### src/rtl/phase_run_controller_pkg.sv
// cpu_ctrl_pkg: shared states, status LED patterns and defaults for the phase/run controller
package cpu_ctrl_pkg;
  typedef enum logic [2:0] {IDLE, RUN, STOP_PEND, STEP, HALTED} state_t;
  localparam logic [7:0] LED_RUN  = 8'b10011110;
  localparam logic [7:0] LED_IDLE = 8'b10110110;
  localparam logic [7:0] LED_HALT = 8'b11101100;
  localparam int DEF_NUM_PHASES = 5;
  function automatic logic is_exec(state_t s);
    return s inside {RUN, STOP_PEND, STEP};
  endfunction
endpackage

### src/rtl/phase_run_controller_ring.sv
// phase_ring_counter: registered one-hot phase enable with index and last-phase flag
module phase_ring_counter
  import cpu_ctrl_pkg::*;
#(
  parameter int NUM_PHASES = DEF_NUM_PHASES
) (
  input  logic                  i_clk,
  input  logic                  i_rst,
  input  logic                  i_en,
  output logic [2:0]            o_idx,
  output logic [NUM_PHASES-1:0] o_en,
  output logic                  o_last
);
  logic [2:0] w_idx;
  assign o_last = o_en[NUM_PHASES-1];
  // restart at phase 0 after the last phase or when starting from idle
  assign w_idx = (|o_en && !o_last) ? o_idx + 3'd1 : 3'd0;
  always_ff @(posedge i_clk) begin
    if (i_rst) begin
      o_idx <= '0;
      o_en  <= '0;
    end else begin
      o_idx <= i_en ? w_idx : 3'd0;
      o_en  <= i_en ? NUM_PHASES'(1) << w_idx : '0;
    end
  end
endmodule

### src/rtl/phase_run_controller.sv
// phase_run_controller: run/stop/step/halt sequencing of one-hot instruction phases
module phase_run_controller
  import cpu_ctrl_pkg::*;
#(
  parameter int NUM_PHASES = DEF_NUM_PHASES,
  parameter int CNT_W      = 16
) (
  input  logic                  clock,
  input  logic                  reset,
  input  logic                  exec_req,
  input  logic                  step_req,
  input  logic                  halt_in,
  output logic [NUM_PHASES-1:0] phase_en,
  output logic [2:0]            phase_idx,
  output logic                  running,
  output logic                  halted,
  output logic                  instr_done,
  output logic [CNT_W-1:0]      instr_count,
  output logic [7:0]            statusled,
  output logic [NUM_PHASES-1:0] clockled
);
  state_t     r_state, w_req, w_next;
  logic       r_halt, w_halt, w_last, w_run, w_hlt;
  logic [7:0] w_led;
  assign w_halt     = r_halt | (halt_in & |phase_en);
  assign instr_done = w_last;
  for (genvar g = 0; g < NUM_PHASES; g++) begin : g_rev
    assign clockled[g] = phase_en[NUM_PHASES-1-g];
  end
  always_ff @(posedge clock) begin
    if (reset) begin
      r_state     <= IDLE;
      r_halt      <= 1'b0;
      instr_count <= '0;
    end else begin
      r_state <= w_next;
      r_halt  <= w_halt;
      if (w_last) instr_count <= instr_count + CNT_W'(1);
    end
  end
  // requests act on the current state first; the boundary then decides run, idle or halt
  always_comb begin
    w_req  = r_state;
    w_req  = (r_state == IDLE) ? (exec_req ? RUN : step_req ? STEP : IDLE) :
             (r_state == RUN && exec_req) ? STOP_PEND :
             (r_state == STOP_PEND && exec_req) ? RUN : r_state;
    w_next = w_last ? (w_halt ? HALTED : (w_req == RUN) ? RUN : IDLE) : w_req;
  end
  always_comb begin
    w_run = is_exec(w_next);
    w_hlt = (w_next == HALTED);
    w_led = w_hlt ? LED_HALT : w_run ? LED_RUN : LED_IDLE;
  end
  always_ff @(posedge clock) begin
    if (reset) begin
      running   <= 1'b0;
      halted    <= 1'b0;
      statusled <= LED_IDLE;
    end else begin
      running   <= w_run;
      halted    <= w_hlt;
      statusled <= w_led;
    end
  end
  phase_ring_counter #(.NUM_PHASES(NUM_PHASES)) u_ring (
    .i_clk (clock),
    .i_rst (reset),
    .i_en  (w_run),
    .o_idx (phase_idx),
    .o_en  (phase_en),
    .o_last(w_last)
  );
endmodule

### config.mk
export PLATFORM = sky130hd
export DESIGN_NAME = phase_run_controller
export DESIGN_NICKNAME = d
export VERILOG_FILES = /design/src/rtl/phase_run_controller_pkg.sv /design/src/rtl/phase_run_controller_ring.sv /design/src/rtl/phase_run_controller.sv
export SDC_FILE = /design/constraint.sdc
export NUM_CORES = 1
export LEC_CHECK = 0
export BUFFER_PORTS_ARGS = -buffer_cell sky130_fd_sc_hd__buf_2
export CORE_MARGIN = 1
export CORE_UTILIZATION = 25
export CTS_CLUSTER_SIZE = 16
export DETAILED_ROUTE_END_ITERATION = 10
export GPL_TIMING_DRIVEN = 0
export SYNTH_ARGS = -nofsm -noshare
export SYNTH_HDL_FRONTEND = slang
export SYNTH_SLANG_ARGS = --single-unit
### constraint.sdc
create_clock -name clock -period 1.9 [get_ports clock]
set_clock_uncertainty 0.1 [all_clocks]
set_input_delay 0.38 -clock clock [delete_from_list [all_inputs] [get_ports clock]]
set_output_delay 0.38 -clock clock [all_outputs]
set_load 0.01 [all_outputs]
==> run summary <==
The most frequently used flop master after synthesis is dfxtp_1. The initial detailed-routing violation count is 53. The post-cts repair resize count is 0.

The end point of the critical path is instr_count[14]. In this run the worst path has a maximum fanout of 10. The post-route fraction of the period consumed by the critical path came out at 0.8394. After clock tree synthesis, the clock-pin slew on the worst setup and hold paths is about 60 ps. The die span in x is roughly 77 um. The async set or reset register ratio after synthesis is 0.

The number of antenna violations at the first check in global routing is 0. Of the total power, the share spent switching nets is 0.2402. The largest voltage drop on the vdd net came out at between 0.0002 and 0.00025 V. The antenna diode instance count came out at 0. The die covers around 0.0059 mm2. After synthesis, the mean cell area works out to around 9.1 um2. The power consumption came out at 1442 uW. The tightest hold path in the finished design has a slack of between 200 and 300 ps. The first global-routing pass estimated around 4800 um of wire. The clock reaches the later pin of the worst-skew pair after approximately 270 ps. The max-capacitance violation count came out at 0.

The setup-violating endpoint count in the final report is 0. The element type at the critical path start is a register. The critical path class is reg2reg. Grouping stages by cell kind, the critical path spends the most delay in simple AND/OR/NAND/NOR gates. Pin placement for this block handled 45 I/O pins.

The max-slew violation count is 0. The achievable clock frequency is roughly 0.63 GHz. The internal portion of the total power is between 1000 and 1500 uW. The stage delay of the slowest cell on the critical path came out at approximately 400 ps. The most critical setup path has its startpoint at u_ring.o_en[4]. The arrival time of data at the critical path endpoint is about 1600 ps. The cell leakage power is approximately 0.00082 uW.

The register-to-register setup slack is between 300 and 400 ps. For the final routed database, the setup TNS stands at 0 ps. The layout has roughly 600 filler cells.

Across every metal layer, demand over resource in global routing totals 0.1016. The core area is 0.005270 mm2. The number of hold buffers added after CTS was 0.

The post-CTS setup buffer count is 0. The power density over cell area is between 800 and 900 mW/mm2. The power share of the combinational group came out at 0.125. TritonCTS built the clock tree. The number of synthesized flops with an enable pin came out at 0. The share of layout cells above drive strength 1 is 0.3137. The flip-flop and latch count after synthesis is 33. The shortest clock period the worst path allows after layout is between 1500 and 2000 ps. The kind of path behind the tightest hold check is in2reg. The final RePlAce weighted congestion came out at 0.7192. The average via count per standard cell is 4.281. The buffers plus inverters on the worst setup path came out at 1. Summing every instance area after synthesis gives between 0.001 and 0.0015 mm2. The synthesized netlist cell count came out at ~160.

CTS built an H-tree with a depth of 2. The area of all sequential standard cells came out at ~660 um2. The worst setup path is captured at a register. The aggregate global routing overflow came out at 0. The number of failing hold endpoints at the final stage came out at 0. The synthesized netlist contains 33 unique library cells. The clock tree root driver cell is clkbuf_8. The initial cell density of the core is 0.2664. The master of the slowest instance on the critical path is dfxtp_1. The number of routed nets with antenna violations came out at 0.

The number of gates on the worst path with buffers counted is 5. The number of search-and-repair iterations in the first detailed-routing pass is 4. The path depth of the worst reg2reg path is 5.

The flow ran to the end, and the final reports show no timing, DRC or antenna violations. The proportion of power drawn by the clock network is 0.352. For this design the total switching power over the nets is about 350 uW. The number of placement rows is 26.

The half-perimeter wire length after placement came out at roughly 2200 um. The share of the core filled with cells came out at 0.3390. The via count of the routed design came out at between 1,000 and 1,500. For this run, the number of Yosys warnings is 0. The maximum buffer depth of the clock tree is 2. The total length of routed wires is 2835 um. The number of global-route vias before repair came out at 1,047. The clock sink count is 33.

The relative contribution of sequential cells to total power is 0.523. The floorplan die height came out at ~77 um. The pin count of the biggest net entering global routing is 11. After the last flow step, the layout net total stands at 211. Walking the worst path, the cells encountered are buf_2, nand4_1, nor4_1, xnor2_1, nor2_1. Setup repair after global routing left no endpoint under its margin. The worst register-to-register path ends at instr_count[14]. The area occupied by multi-input gates came out at between 600 and 700 um2. The remaining design rule violation count is 0. The count of port buffers added during placement is 41. Compared with the post-synthesis result, the final layout area differs by 27.27%.

The share of the Yosys chip area taken by registers is 0.4706. The required time of the critical path is around 2000 ps. The startpoint of the most critical register-to-register path is u_ring.o_en[4].

The average routed wire per standard cell came out at 10.35 um. The number of buffers created by CTS came out at 5.
-- power by group through the flow --
stage                     Combinational [uW]  Sequential, uW  Clock (uW)
after global routing                     202             758         564
after floorplan                          108             777           0
after CTS                                184             755         534
final                                    180             754         508
after global placement                   179             769           0
after detailed placement                 183             770           0
-- cell usage in the layout, fill, tap and decap left out, types with 2 or more instances in the layout --
| cell | count |
|---|---|
| a21oi_1 | 6 |
| buf_2 | 43 |
| buf_4 | 11 |
| clkbuf_1 | 3 |
| clkbuf_8 | 6 |
| conb_1 | 3 |
| dfxtp_1 | 33 |
| ha_1 | 2 |
| inv_1 | 5 |
| nand2_1 | 9 |
| nand2b_1 | 2 |
| nand3_1 | 7 |
| nand3b_1 | 2 |
| nand4_1 | 5 |
| nor2_1 | 23 |
| nor3_1 | 2 |
| nor3b_1 | 2 |
| nor4_1 | 4 |
| nor4b_1 | 2 |
| o21ai_0 | 6 |
| or3_1 | 3 |
| xnor2_1 | 6 |
| xor2_1 | 8 |
-- area by class of cell --
type	count	share of cell area
sequential	33	0.3697
multi-input combinational	102	0.3452
timing repair buffer	41	0.1148
buffer	16	0.06233
tap	70	0.04902
clock buffer	7	0.04832
inverter	5	0.01050
-- synthesized netlist by cell type (3+ instances only) --
master / number / area share
a21oi_1: 6 / 0.021
buf_4: 11 / 0.059
dfxtp_1: 33 / 0.47
inv_1: 5 / 0.013
nand2_1: 9 / 0.024
nand3_1: 7 / 0.025
nand4_1: 5 / 0.022
nor2_1: 23 / 0.061
nor4_1: 4 / 0.018
o21ai_0: 6 / 0.021
or3_1: 3 / 0.013
xnor2_1: 6 / 0.037
xor2_1: 8 / 0.050
-- cell families after synthesis --
logic type | share of synthesized area
flip-flops | 0.4706
adder cells (fa/ha/maj) | 0.01782
AO/OA/AOI/OAI | 0.06596
XOR/XNOR | 0.08735
AND/OR/NAND/NOR | 0.2531
buffers and inverters | 0.09270
multiplexers | 0.007130
other | 0.005350
-- how the worst min path moves through the flow --
stage | from | to | slack, ps | cells after the start
finish | halt_in | r_halt | 270 | 3
global route | halt_in | r_halt | 290 | 3
CTS | halt_in | r_halt | 260 | 3
detailed placement | instr_count[15] | instr_count[15] | 370 | 2
global placement | r_halt | r_halt | 370 | 2
floorplan | r_halt | r_halt | 350 | 2
-- through the flow --
stage,worst slack [ps],std cells,area [um2]
2_1_floorplan,395.6,156,1408
3_3_place_gp,239.4,267,1700
3_5_place_dp,223.2,267,1700
4_1_cts,272.9,274,1787
5_1_grt,98.40,274,1787
6_report,305.1,274,1787
-- routing by layer --
metal / track usage / part of all wire / vias up / wire, um
met5: 0 / 0 / - / 0
met4: 0.05769 / 0.013 / 0 / 36
met3: 0.02738 / 0.040 / 2 / 112
met2: 0.1563 / 0.46 / 23 / 1317
met1: 0.1269 / 0.48 / 537 / 1368
li1: - / - / 611 / -
-- worst reg2reg max path, stage by stage (launching register included) --
cell and delay, ps:
dfxtp_1 400, buf_2 270, nand4_1 150, nor4_1 330, xnor2_1 160, nor2_1 50
-- state kept, by name (all words and copies together) (netlist names) --
signal and flops:
halted 1, instr_count 16, r_halt 1, r_state 3, running 1, statusled 3, u_ring.o_en 5, u_ring.o_idx 3
No activity file was read; power rests on OpenSTA's default activity.
